$ cat config.mk
export PLATFORM = sky130hd
export DESIGN_NAME = relation_detector_pipe
export DESIGN_NICKNAME = d
export VERILOG_FILES = /design/src/rtl/relation_detector_pipe.sv
export SDC_FILE = /design/constraint.sdc
export NUM_CORES = 1
export LEC_CHECK = 0
export ABC_CLOCK_PERIOD_IN_PS = 2250
export CORE_MARGIN = 4
export CORE_UTILIZATION = 47
export DETAILED_ROUTE_END_ITERATION = 7
export GPL_ROUTABILITY_DRIVEN = 1
export PLACE_DENSITY = 0.76
export SYNTH_ARGS = -nofsm -noshare
export SYNTH_HDL_FRONTEND = slang
export SYNTH_SLANG_ARGS = --single-unit
$ cat constraint.sdc
create_clock -name clk -period 2.25 [get_ports clk]
set_input_delay 0.225 -clock clk [delete_from_list [all_inputs] [get_ports clk]]
set_output_delay 0.225 -clock clk [all_outputs]
set_load 0.02 [all_outputs]
$ cat src/rtl/relation_detector_pipe.sv
// rtl/relation_detector_pipe.sv - two-stage A/B relation classifier with event counters and gray-streak FSM
module relation_detector_pipe #(
    parameter int W          = 3,
    parameter int DIST       = 3,
    parameter int CNT_W      = 8,
    parameter int STREAK_LEN = 4
) (
    input  logic                     clk,
    input  logic                     rst_n,
    input  logic                     in_valid,
    input  logic [W-1:0]             a,
    input  logic [W-1:0]             b,
    input  logic                     clr_cnt,
    output logic                     out_valid,
    output logic                     gray,
    output logic                     dist_k,
    output logic                     more,
    output logic                     less,
    output logic                     no_relation,
    output logic [$clog2(W+1)-1:0]   hamming,
    output logic [CNT_W-1:0]         cnt_gray,
    output logic [CNT_W-1:0]         cnt_dist,
    output logic [CNT_W-1:0]         cnt_more,
    output logic [CNT_W-1:0]         cnt_less,
    output logic [CNT_W-1:0]         cnt_none,
    output logic [CNT_W-1:0]         cnt_total,
    output logic                     streak_hit
);
    localparam int HW = $clog2(W+1);
    localparam int RW = $clog2(STREAK_LEN+1);
    localparam logic signed [W:0] DIST_V = (W+1)'(DIST);
    localparam logic signed [W:0] ONE_V  = (W+1)'(1);
    localparam logic [RW-1:0]     LEN_V  = RW'(STREAK_LEN);

    typedef enum logic [1:0] {IDLE, RUN, HIT} state_t;

    function automatic logic [CNT_W-1:0] sat_inc(input logic [CNT_W-1:0] c, input logic en);
        return (en && (c != '1)) ? c + CNT_W'(1) : c;
    endfunction

    logic                valid1_q, valid1_d;
    logic [W-1:0]        xor1_q, xor1_d;
    logic signed [W:0]   dab1_q, dab1_d, dba1_q, dba1_d;
    logic                out_valid_q, out_valid_d;
    logic                gray_q, gray_d, dist_q, dist_d, more_q, more_d, less_q, less_d, none_q, none_d;
    logic [HW-1:0]       ham_q, ham_d, ham_c;
    logic                gray_c, dist_c, more_c, less_c, none_c;
    logic [CNT_W-1:0]    cg_q, cg_d, cd_q, cd_d, cm_q, cm_d, cl_q, cl_d, cn_q, cn_d, ct_q, ct_d;
    state_t              state_q, state_d;
    logic [RW-1:0]       run_q, run_d;
    logic                streak_q, streak_d;

    // Differences kept one bit wider than the operands so a-b never wraps.
    always_comb begin
        valid1_d = in_valid;
        xor1_d   = xor1_q;
        dab1_d   = dab1_q;
        dba1_d   = dba1_q;
        if (in_valid) begin
            xor1_d = a ^ b;
            dab1_d = $signed({1'b0, a}) - $signed({1'b0, b});
            dba1_d = $signed({1'b0, b}) - $signed({1'b0, a});
        end
    end

    always_comb begin
        ham_c = '0;
        for (int i = 0; i < W; i++) ham_c = ham_c + HW'(xor1_q[i]);
        gray_c = (ham_c == HW'(1));
        more_c = (dab1_q == ONE_V);
        less_c = (dba1_q == ONE_V);
        dist_c = (dab1_q == DIST_V) || (dba1_q == DIST_V);
        none_c = ~(gray_c | dist_c | more_c | less_c);
    end

    always_comb begin
        out_valid_d = valid1_q;
        gray_d = gray_q;  dist_d = dist_q;  more_d = more_q;
        less_d = less_q;  none_d = none_q;  ham_d  = ham_q;
        if (valid1_q) begin
            gray_d = gray_c;  dist_d = dist_c;  more_d = more_c;
            less_d = less_c;  none_d = none_c;  ham_d  = ham_c;
        end
        cg_d = sat_inc(cg_q, valid1_q & gray_c);
        cd_d = sat_inc(cd_q, valid1_q & dist_c);
        cm_d = sat_inc(cm_q, valid1_q & more_c);
        cl_d = sat_inc(cl_q, valid1_q & less_c);
        cn_d = sat_inc(cn_q, valid1_q & none_c);
        ct_d = sat_inc(ct_q, valid1_q);
        if (clr_cnt) begin
            cg_d = '0; cd_d = '0; cm_d = '0; cl_d = '0; cn_d = '0; ct_d = '0;
        end
    end

    always_comb begin
        state_d = state_q;
        run_d   = run_q;
        if (valid1_q) begin
            case (state_q)
                IDLE: if (gray_c) begin
                    state_d = RUN;
                    run_d   = RW'(1);
                end
                RUN: if (gray_c) begin
                    run_d = run_q + RW'(1);
                    if (run_q + RW'(1) == LEN_V) state_d = HIT;
                end else begin
                    state_d = IDLE;
                    run_d   = '0;
                end
                HIT: if (!gray_c) begin
                    state_d = IDLE;
                    run_d   = '0;
                end
                default: begin
                    state_d = IDLE;
                    run_d   = '0;
                end
            endcase
        end
        // Held through the cycle that shows the streak-breaking sample, dropped one cycle later.
        streak_d = (state_d == HIT) || (state_q == HIT);
    end

    always_ff @(posedge clk) begin
        if (!rst_n) begin
            valid1_q <= 1'b0; xor1_q <= '0; dab1_q <= '0; dba1_q <= '0;
            out_valid_q <= 1'b0; gray_q <= 1'b0; dist_q <= 1'b0; more_q <= 1'b0;
            less_q <= 1'b0; none_q <= 1'b0; ham_q <= '0;
            cg_q <= '0; cd_q <= '0; cm_q <= '0; cl_q <= '0; cn_q <= '0; ct_q <= '0;
            state_q <= IDLE; run_q <= '0; streak_q <= 1'b0;
        end else begin
            valid1_q <= valid1_d; xor1_q <= xor1_d; dab1_q <= dab1_d; dba1_q <= dba1_d;
            out_valid_q <= out_valid_d; gray_q <= gray_d; dist_q <= dist_d; more_q <= more_d;
            less_q <= less_d; none_q <= none_d; ham_q <= ham_d;
            cg_q <= cg_d; cd_q <= cd_d; cm_q <= cm_d; cl_q <= cl_d; cn_q <= cn_d; ct_q <= ct_d;
            state_q <= state_d; run_q <= run_d; streak_q <= streak_d;
        end
    end

    assign out_valid   = out_valid_q;
    assign gray        = gray_q;
    assign dist_k      = dist_q;
    assign more        = more_q;
    assign less        = less_q;
    assign no_relation = none_q;
    assign hamming     = ham_q;
    assign cnt_gray    = cg_q;
    assign cnt_dist    = cd_q;
    assign cnt_more    = cm_q;
    assign cnt_less    = cl_q;
    assign cnt_none    = cn_q;
    assign cnt_total   = ct_q;
    assign streak_hit  = streak_q;
endmodule

Word-level counts from Yosys, hierarchy flattened. Cells that the tools add are included.

$add $sub $neg: 11. Multipliers: 0. Divide/modulo/power cells: 0. $lt $le $gt $ge: 0. Equality and inequality tests: 17. Shift-type cells: 0. Multiplexer cells: 10. Bitwise operators: 11. Reduce and logical (&&, ||, !) cells: 11.

Operators with widths (count): 8-bit by 1-bit adder with 8-bit output, second input constant (6); 8-bit != test, second input constant (6); 2-bit two-way mux (5); 3-bit two-way mux (3); 3-bit case mux with 3 select lines (1); 4-bit by 2-bit == test with 1-bit output, second input constant (2); 4-bit by 3-bit == test with 1-bit output, second input constant (2); 3-bit by 3-bit subtractor with 4-bit output (2); 1-bit logical AND (6); 2-bit case mux with 3 select lines (1); 1-bit AND (5); 2-bit by 1-bit == test with 1-bit output, second input constant (2); 2-bit == test, second input constant (2); 2-bit != test, second input constant (2); 3-bit by 1-bit adder with 3-bit output, second input constant (1); 3-bit == test, second input constant (1); 1-bit OR (3); 3-bit AND reduction (1); 3-bit XOR (1); 1-bit by 1-bit adder with 2-bit output (1); 2-bit by 1-bit adder with 2-bit output (1); 2-bit zero test (1); 1-bit logical OR (2); 1-bit NOT (2); 2-bit OR reduction (1).

Flip-flop bits (word level): 74. Latch bits: 0. Memory bits (writable): 0. ROM bits: 0. Output and inout port bits: 57. Word-level logic and storage cells: 80. Memories: 0.

Logic depth before layout (Yosys ltp). Gate-level depths: netlist (run 1).

Depth after elaboration: 9. Mapped depth: 6.

Worst setup path after synthesis (run 1). No wires, ideal clock.

Path type: register to register. Start point: reg xor1_q[0]. End point: reg cn_q[2] (netlist: cnt_none[2]). Library setup time: 0.135 ns. Arrival time: 2.012 ns. Slack: 0.103 ns. Stages on the path, launching flop included: 7. Cells stage by stage: dfxtp_1 > fa_1 > nor2b_1 > a211o_1 > clkbuf_1 > o311ai_0 > o41ai_1.

Cells in the longest elaborated chain, start to end: 9.

Ends and longest elaborated chain: start: declaration (RTL line 42) `logic [W-1:0] xor1_q, xor1_d;`; start signal: assignment (RTL line 127) `valid1_q <= 1'b0; xor1_q <= '0; dab1_q <= '0; dba1_q <= '0;`; start signal: assignment (RTL line 133) `valid1_q <= valid1_d; xor1_q <= xor1_d; dab1_q <= dab1_d; dba1_q <= dba1_d;`; 1-bit by 1-bit adder with 2-bit output (RTL line 68) `for (int i = 0; i < W; i++) ham_c = ham_c + HW'(xor1_q[i]);`; 2-bit by 1-bit adder with 2-bit output (RTL line 68); net ham_c[0] (RTL line 46) `logic [HW-1:0] ham_q, ham_d, ham_c;`; 2-bit by 1-bit == test with 1-bit output (RTL line 69) `gray_c = (ham_c == HW'(1));`; 1-bit OR (3 in series) (RTL line 73) `none_c = ~(gray_c | dist_c | more_c | less_c);`; 1-bit NOT (RTL line 73); 1-bit AND (RTL line 88) `cn_d = sat_inc(cn_q, valid1_q & none_c);`; 1-bit logical AND (RTL line 38) `return (en && (c != '1)) ? c + CNT_W'(1) : c;`; end signal: assignment (RTL line 130) `cg_q <= '0; cd_q <= '0; cm_q <= '0; cl_q <= '0; cn_q <= '0; ct_q <= '0;`; end signal: assignment (RTL line 136) `cg_q <= cg_d; cd_q <= cd_d; cm_q <= cm_d; cl_q <= cl_d; cn_q <= cn_d; ct_q <= ct_d;`; end: declaration (RTL line 48) `logic [CNT_W-1:0] cg_q, cg_d, cd_q, cd_d, cm_q, cm_d, cl_q, cl_d, cn_q, cn_d, ct_q, ct_d;`.

The timed path passes the listed nets, and every way through them passes these cells. A chain may end at the register's enable or synchronous reset.

Final worst setup path (run 1).
Start point: reg xor1_q[1]. End point: reg cg_q[7] (netlist: cnt_gray[7]).

Cells in the longest elaborated chain, start to end: 5.

Ends and longest elaborated chain: 1-bit by 1-bit adder with 2-bit output (RTL line 68); 2-bit by 1-bit adder with 2-bit output (RTL line 68); net ham_c[0] (RTL line 46); 2-bit by 1-bit == test with 1-bit output (RTL line 69); 1-bit AND (RTL line 84) `cg_d = sat_inc(cg_q, valid1_q & gray_c);`; 1-bit logical AND (RTL line 38); end signal: assignment (RTL line 130); end signal: assignment (RTL line 136); end: declaration (RTL line 48).

The timed path passes the listed nets, and every way through them passes these cells.

==> out/qor.yml, run 1 <==
hpwl_um: 5860
cts-resized-gates: 0
final_hold_viol_count: 0
synth_edf_count: 0
cts_tree: "done"
clock_path_buffers: 2
io_buffers: 66
drv_slew: 0
post-route-period-util_pct: 94.9
syn-cell-area_um2: 3600
synth_fa_ha_area_share_pct: 6.53
synth_fp_nets: 424
instances_no_fill: 567
clkSinkCount: 72
utilization_pct: 62.5
p_leak_nw: 1.74
synth_compound_area_share_pct: 17.5
crit_arrival_ps: 2370
die_h_um: 95.6
synthArstFlopShare_pct: 0
synth_warnings: 0
rsz0062_at_grt: "no"
via_per_inst: 5.69
area_growth_pct: 27.8
clock_latency_ps: 340
die_area_um2: 9130
yosys.area.top_type: "dfxtp_1"
critical_path.max_fanout: 5
track_usage_pct: 19.8
grt_pass1_vias: 3038
finClkSkew_ps: 11.9
ant_nets: 0
cap_violations: 0
antenna_cells: 0
hp-class: "register to register"
multi_input_area_um2: 2030
period_minus_slack_ps: 2140
seq_area_frac_synth_pct: 40.0
power_mw: 2.74
synthCells: 397
cts_hold_buf: 0
die_w_um: 95.6
netlist.area_leader.share_pct: 40.0
drc_errors: 0
post-place-cells: 552
coreArea_um2: 7370
grt_overflow: 0
via_count: 3227
hold_ws_ps: 494
numCtsBuffers: 9
synth-main-ff-cell: "dfxtp_1"
wl_per_cell_um: 15.0
fillers: 626
yosys-top-cells-area: "dfxtp_1 40%, ha_1 4.9%, mux2i_1 3.9%"
antenna_found_initial: 0
status: "finished, final reports clean"
io-pin-count: 67
synth-xor-area-share_pct: 3.89
clock.fmax_mhz: 468
clk_pin_slew_worst_paths_ps: 70
rows: 31
synth_top_family_by_area: "simple AND/OR/NAND/NOR gates"
drt_iter0_markers: 130
p_per_area_nw_per_um2: 594
worst_setup_path_start_kind: "register"
tns_ps: 0
synth-simple-area-share_pct: 24.5
peakVddDrop_mv: 0.410
grt_pass1_wl_um: 14300
regArea_um2: 1440
muxShareOfSynthArea_pct: 3.89
start_util_pct: 48.9
grt_max_degree: 38
gp_congestion: 0.835
layout.nets: 491
avgSynthCellArea_um2: 9.08
detail_route.wirelength_um: 8490
worstSetupPathType: "register to register"
max-slew-margin-rel_pct: 59.3
first_pass_iters: 4
htreeDepth: 3
worstMarginPinSlew_ps: 608
synth_cell_type_count: 59
postCtsSetupBuffers: 0
drive_gt1_share_pct: 6.84
critPathCaptureType: "register"
cp.required_ps: 2480
synth_seq_cells: 72
root_buffer: "clkbuf_8"
setup_viol: 0
[cell type report]
type / instances / area share [%]
clock buffer: 12 / 3.37
sequential: 72 / 31.3
inverter: 13 / 1.06
clock inverter: 3 / 1.41
timing repair buffer: 75 / 16.1
tap: 99 / 2.69
multi-input combinational: 293 / 44.1
[placed cells by master, fill, tap and decap left out, types with 3 or more instances in the layout]
master | Yosys | layout
dfxtp_1 | 72 | 72
clkdlybuf4s50_1 | 0 | 66
nor2_1 | 28 | 28
nand2_1 | 25 | 25
a21oi_1 | 20 | 20
nand3_1 | 19 | 19
o21ai_0 | 14 | 14
mux2i_1 | 14 | 14
ha_1 | 14 | 14
nor2b_1 | 13 | 13
inv_1 | 12 | 12
nand4_1 | 12 | 12
clkbuf_8 | 0 | 11
nand2b_1 | 9 | 9
and3_1 | 9 | 9
xor2_1 | 8 | 8
nor3_1 | 8 | 8
o31ai_1 | 8 | 8
o211a_1 | 8 | 8
xnor2_1 | 8 | 8
buf_4 | 0 | 8
and2_1 | 7 | 7
or3_1 | 6 | 6
nand3b_1 | 5 | 5
o211ai_1 | 4 | 4
and4_1 | 3 | 3
or4_1 | 3 | 3
nand4bb_1 | 3 | 3
a211oi_1 | 3 | 3
o2111ai_1 | 3 | 3
a31oi_1 | 3 | 3
a21boi_0 | 3 | 3
fa_1 | 3 | 3
[Yosys cell counts (all sizes together), types with 4 or more instances]
library cell and number:
mux2i 14, a21oi 20, inv 13, nand2b 9
xor2 8, dfxtp 72, nand3b 5, o211a 8
nand2 25, nor2b 13, nor2 28, clkbuf 11
nor3 8, nand4 12, o21ai 14, and2 7
o31ai 8, o211ai 4, xnor2 8, nand3 19
ha 14, buf 8, and3 9, or3 6
[worst max-delay path: stages, from the launching register on]
cell	delay, ps
dfxtp_1	330
fa_1	550
buf_4	130
nand3b_1	140
nor4b_1	570
nand3_1	180
mux2i_1	150
[logic make-up (layout without fill, tap and decap cells)]
logic type,Yosys count,after routing
buffers and inverters,32,103
adders and majority gates,17,17
and+or+nand+nor,158,158
muxes,14,14
DFF,72,72
AOI/OAI and AO/OA,88,88
xor gates and xnor gates,16,16
[sequential cells by signal, indices dropped and copies added (netlist names), 2 cells and up]
signal and flops:
cnt_dist 8, cnt_gray 8, cnt_less 8, cnt_more 8, cnt_none 8, cnt_total 8, dab1_q 3, dba1_q 3
run_q 3, xor1_q 3, hamming 2, state_q 2
[power breakdown]
group | switching, mW | leakage (nW) | internal, mW
clock | 0.462 | 0.112 | 0.678
sequential | 0.0308 | 0.583 | 1.30
combinational | 0.141 | 1.04 | 0.123
[metrics by stage]
step	instance area, um2	setup WS, ps
after floorplan	3600	103
after global placement	4380	160
after detailed placement	4380	139
after CTS	4600	123
after global routing	4600	15.1
final	4600	114
[path summary, 6_finish.rpt]
kind	start	to	cells past startpoint	slack [ps]
worst min-delay path	no_relation	no_relation	2	490
worst min register to register	no_relation	no_relation	2	490
worst max-delay path	xor1_q[1]	cnt_gray[7]	6	110
worst max register to register	xor1_q[1]	cnt_gray[7]	6	110
[per-layer routing]
metal	vias to the layer above	wire length (um)	global-route usage, %
met2	93	4040	31.9
met1	1535	3920	26.5
met5	-	0	0
li1	1591	-	-
met3	8	450	4.03
met4	0	73	6.16
No activity file was read; power rests on OpenSTA's default activity.
==> run 2: changes to the inputs <==
- ABC_AREA: unset -> 1
- CORE_UTILIZATION: 47 -> 48
- PLACE_DENSITY: 0.76 -> 0.77
==> out/qor.yml, run 2 <==
finClkSkew_ps: 8.19  # -3.68 ps
synth_seq_cells: 72  # unchanged
worstMarginPinSlew_ps: 536  # -72.3 ps
cts_tree: "done"
grt_pass1_wl_um: 14700  # +2.2%
cts-resized-gates: 0  # unchanged
tns_ps: 0  # unchanged
pre_cts_ws_ps: 402  # +263 ps
rows: 32  # +3.2%
numCtsBuffers: 9  # unchanged
via_per_inst: 5.05  # -11%
cap_violations: 0  # unchanged
synth_edf_count: 0  # unchanged
setup_viol: 0  # unchanged
die_h_um: 96.8  # +1.3%
min_to: "hamming[0]"
multi_input_area_um2: 2010  # -0.92%
rsz0062_at_grt: "no"
clkSinkCount: 72  # unchanged
hp-class: "register to register"
clk_pin_slew_worst_paths_ps: 70  # about the same
critPathCaptureType: "register"
hold_depth: 2  # unchanged
synth-main-ff-cell: "dfxtp_1"
p_per_area_nw_per_um2: 523  # -12%
avgSynthCellArea_um2: 7.02  # -23%
drt_iter0_markers: 144  # +11%
worst_setup_path_start_kind: "register"
wl_met2_um: 4180  # +3.4%
p_leak_nw: 1.96  # +13%
clock_latency_ps: 330  # about the same
detail_route.wirelength_um: 8500  # +0.11%
start_util_pct: 49.3  # +0.39 points
fillers: 714  # +14%
drc_errors: 0  # unchanged
final_hold_viol_count: 0  # unchanged
seq_area_frac_synth_pct: 38.0  # -2.0 points
coreArea_um2: 7690  # +4.3%
wl_per_cell_um: 11.9  # -21%
r2r_slack_ps: 410  # +300 ps
worst_slack_ps: 410  # +297 ps
clock_path_buffers: 2  # unchanged
postCtsSetupBuffers: 0  # unchanged
netlist.area_leader.share_pct: 38.0  # -2.0 points
regArea_um2: 1440  # unchanged
period_minus_slack_ps: 1840  # -297 ps
synthArstFlopShare_pct: 0  # unchanged
root_buffer: "clkbuf_8"
drive_gt1_share_pct: 7.18  # +0.34 points
synth_most_common_cell: "nand2_1"
grt_max_degree: 36  # -5.3%
synth_warnings: 0  # unchanged
utilization_pct: 61.4  # -1.1 points
track_usage_pct: 18.4  # -1.3 points
grt_pass1_vias: 3353  # +10%
first_pass_iters: 4  # unchanged
cp.required_ps: 2480  # about the same
area_growth_pct: 24.5
max-slew-margin-rel_pct: 64.2  # +4.8 points
met1_length_um: 3780  # -3.7%
final_cell_mix: "139 x nand2_1, 72 x dfxtp_1, 66 x clkdlybuf4s50_1, 65 x inv_1, 58 x a21oi_1"
synthTopCellsByCount: "139 x nand2_1, 72 x dfxtp_1, 65 x inv_1, 58 x a21oi_1, 45 x nor2_1"
grt_overflow: 0  # unchanged
clock.fmax_mhz: 544  # +16%
via_count: 3613  # +12%
final_common_cell: "nand2_1"
rr_endpoint: "cnt_gray[1]"
top_layer: "met4"
dr_wl_met3_um: 466  # +3.6%
htreeDepth: 3  # unchanged
syn-cell-area_um2: 3790  # +5.1%
io-pin-count: 67  # unchanged
post-route-period-util_pct: 81.8  # -13 points
die_w_um: 96.8  # +1.3%
gp_congestion: 0.877  # +5.1%
status: "finished, final reports clean"
drv_slew: 0  # unchanged
cts_hold_buf: 0  # unchanged
synth_fp_nets: 567  # +34%
power_mw: 2.47  # -9.8%
peakVddDrop_mv: 0.281  # -31%
worstSetupPathType: "register to register"
synth_cell_type_count: 28  # -53%
antenna_cells: 0  # unchanged
critical_path.max_fanout: 8  # +3
crit_arrival_ps: 2070  # -300 ps
synthCells: 540  # +36%
hpwl_um: 6290  # +7.4%
r2r_start: "xor1_q[0]"
reg2reg_depth: 8  # +2
hold_start: "hamming[0]"
layout.nets: 638  # +30%
yosys.area.top_type: "dfxtp_1"
die_area_um2: 9380  # +2.7%
io_buffers: 66  # unchanged
yosys-top-cells-area: "dfxtp_1 38%, nand2_1 14%, a21oi_1 7.7%"
antenna_found_initial: 0  # unchanged
ant_nets: 0  # unchanged
[run 2: cell type report]
type,instances,share of cell area [%]
multi-input cells,382,42.6
inverters,76,6.10
well taps,102,2.70
clock buffers,12,3.29
repair buffers,70,14.6
flip-flops and latches,72,30.5
clock inverters,1,0.106
[run 2: worst max-delay path: stages, from the launching register on]
cell and delay (ps):
dfxtp_1 370, fa_1 560, nand2_2 90, nor2_4 140, inv_2 70, a21oi_4 230
inv_2 120, nor2_1 110, nor2_1 50
[run 2: metal layers]
| metal | vias to the layer above | track usage, % |
|---|---|---|
| met1 | 1662 | 22.0 |
| met4 | 0 | 8.10 |
| li1 | 1855 | - |
| met3 | 6 | 3.97 |
| met2 | 90 | 31.6 |
| met5 | - | 0 |
[run 2: worst max path at each step]
stage	start	endpoint	slack, ps	cells past startpoint
2_1_floorplan	xor1_q[1]	cnt_gray[7]	610	8
3_3_place_gp	xor1_q[0]	cnt_gray[5]	480	8
3_5_place_dp	xor1_q[0]	cnt_gray[1]	400	8
4_1_cts	xor1_q[1]	cnt_gray[1]	400	8
5_1_grt	xor1_q[0]	cnt_gray[1]	250	8
6_report	xor1_q[0]	cnt_gray[1]	410	8
[run 2: where the power goes]
part	leakage (nW)	total (mW)	internal [mW]	switching (mW)
sequential	0.584	1.34	1.31	0.0279
clock	0.0842	0.870	0.441	0.428
combinational	1.29	0.264	0.0995	0.164
[run 2: logic make-up after synthesis]
family	share of synthesized area, %
compound gates	12.7
buf+inv	8.88
simple gates	28.4
flops	38.0
xor+xnor	5.78
fa+ha+maj	6.21
[run 2: stage by stage]
| stage | instance area (um2) | hold slack (ps) | instances |
|---|---|---|---|
| floorplan | 3790 | 363 | 540 |
| global placement | 4560 | 453 | 702 |
| detailed placement | 4560 | 460 | 702 |
| CTS | 4720 | 471 | 715 |
| global route | 4720 | 509 | 715 |
| finish | 4720 | 468 | 715 |
==> run 3: changes to the inputs <==
- ABC_CLOCK_PERIOD_IN_PS: 2250 -> 1600
- clock period: 2.25 -> 1.6 ns (I/O delays scaled with it)
==> out/qor.yml, run 3 (synthesis gave the netlist of run 2 again) <==
cts_tree: "done"
p_leak_nw: 2.39  # +22%
finClkSkew_ps: 9.09  # +0.899 ps
via_per_inst: 5.02  # -0.65%
cap_violations: 0  # unchanged
worstSetupPathType: "register to register"
p_per_area_nw_per_um2: 779  # +49%
wl_per_cell_um: 12.3  # +3.2%
worstMarginPinSlew_ps: 657  # +121 ps
critPathCaptureType: "register"
worst_setup_path_start_kind: "register"
reg2reg_depth: 8  # unchanged
track_usage_pct: 18.5  # +0.038 points
io_buffers: 66  # unchanged
htreeDepth: 3  # unchanged
post-place-cells: 714  # +1.7%
grt_pass1_vias: 3359  # +0.18%
cp.required_ps: 1790  # -690 ps
setup_viol: 20  # +20
ant_nets: 0  # unchanged
grt_max_degree: 36  # unchanged
drv_slew: 0  # unchanged
detail_route.wirelength_um: 9020  # +6.1%
clock_latency_ps: 340  # about the same
placed_cell_area_um2: 4650  # +2.0%
instances_no_fill: 735  # +2.8%
clock.fmax_mhz: 568  # +4.5%
numCtsBuffers: 9  # unchanged
grt_pass1_wl_um: 14800  # +1.1%
coreArea_um2: 7690  # unchanged
final_cell_mix: "136 x nand2_1, 69 x dfxtp_1, 65 x inv_1, 54 x a21oi_1, 48 x clkdlybuf4s50_1"
final_hold_viol_count: 0  # unchanged
rows: 32  # unchanged
crit_arrival_ps: 1950  # -120 ps
status: "finished with violations"
final_area_um2: 5050  # +7.1%
power_mw: 3.94  # +60%
drc_errors: 0  # unchanged
peakVddDrop_mv: 0.435  # +55%
hp-class: "register to register"
hpwl_um: 6360  # +1.0%
die_h_um: 96.8  # unchanged
layout.nets: 655  # +2.7%
drt_iter0_markers: 183  # +27%
critical_path.max_fanout: 7  # -1
grt_overflow: 0  # unchanged
start_util_pct: 49.3  # unchanged
antenna_cells: 0  # unchanged
worst_slack_ps: -161  # -571 ps
hold_depth: 2  # unchanged
via_count: 3690  # +2.1%
post-route-period-util_pct: 110  # +28 points
clk_pin_slew_worst_paths_ps: 80  # about the same
root_buffer: "clkbuf_8"
io-pin-count: 67  # unchanged
die_area_um2: 9380  # unchanged
antenna_found_initial: 0  # unchanged
first_pass_iters: 4  # unchanged
area_growth_pct: 33.4
final_common_cell: "nand2_1"
drive_gt1_share_pct: 13.4  # +6.3 points
violations: "negative setup slack"
clkSinkCount: 72  # unchanged
period_minus_slack_ps: 1760  # -78.5 ps
max-slew-margin-rel_pct: 56.2  # -8.0 points
gp_congestion: 0.868  # -1.0%
rsz0062_at_grt: "yes"
die_w_um: 96.8  # unchanged
clock_path_buffers: 2  # unchanged
-- run 3: cell types whose count changed in the layout (fill, tap and decap cells not counted), moves of 3 or more --
cell,delta
dfxtp_1,-3
dlymetal6s2s_1,+16
a21oi_2,+4
dfxtp_2,+3
nand2_1,-3
buf_4,+14
a21oi_1,-4
nand3_1,-5
nand3_2,+4
clkdlybuf4s50_1,-18
-- run 3: worst max-delay path, cell delays in order, from the launching register on --
cell     delay, ps
dfxtp_2        340
fa_2           610
nand2_2         80
nor2_4         100
inv_2           60
a21oi_4        180
inv_2          110
nand2_2         70
a21oi_1         70
-- run 3: power breakdown --
group	leakage [nW]	internal, mW	switching, mW
Combinational	1.70	0.189	0.271
Clock	0.106	0.919	0.683
Sequential	0.585	1.84	0.0384
-- run 3: layer usage --
| metal | vias up | global-route usage [%] | part of all wire [%] |
|---|---|---|---|
| met5 | - | 0 | 0 |
| met2 | 87 | 31.8 | 48 |
| met4 | 0 | 5.72 | 1.5 |
| li1 | 1893 | - | - |
| met1 | 1695 | 22.8 | 45 |
| met3 | 15 | 4.25 | 5.5 |
-- run 3: timing repair --
item | in CTS | in global routing
setup endpoints to repair | 23 | 45
resized for setup | 18 | 30
cloned | 1 | 0
hold buffers | 0 | 0
pin swaps | 9 | 6
setup buffers | 3 | 1
-- run 3: final timing paths --
| kind | from | end | slack (ps) |
|---|---|---|---|
| setup / recovery | xor1_q[0] | cnt_gray[5] | -160 |
| hold / removal | hamming[0] | hamming[0] | 470 |
| setup reg to reg | xor1_q[0] | cnt_gray[5] | -160 |
| hold reg to reg | hamming[0] | hamming[0] | 470 |
-- run 3: cell type report --
type | instances | area (um2)
clock buffers | 11 | 141
clock inverters | 5 | 80.1
fillers | 644 | 2630
inverters | 76 | 290
multi-input cells | 383 | 2110
flip-flops and latches | 72 | 1450
well taps | 102 | 128
repair buffers | 86 | 856
-- run 3: stage by stage --
| stage | setup TNS [ps] | hold WS (ps) | utilization (%) | setup slack [ps] |
|---|---|---|---|---|
| after floorplan | -206 | 291 | - | -38.2 |
| after global placement | -1530 | 464 | 60.5 | -102 |
| after detailed placement | -2420 | 460 | 60.5 | -149 |
| after CTS | -2040 | 473 | 64.6 | -154 |
| after global routing | -3640 | 490 | 65.8 | -273 |
| final | -1560 | 466 | 65.8 | -161 |
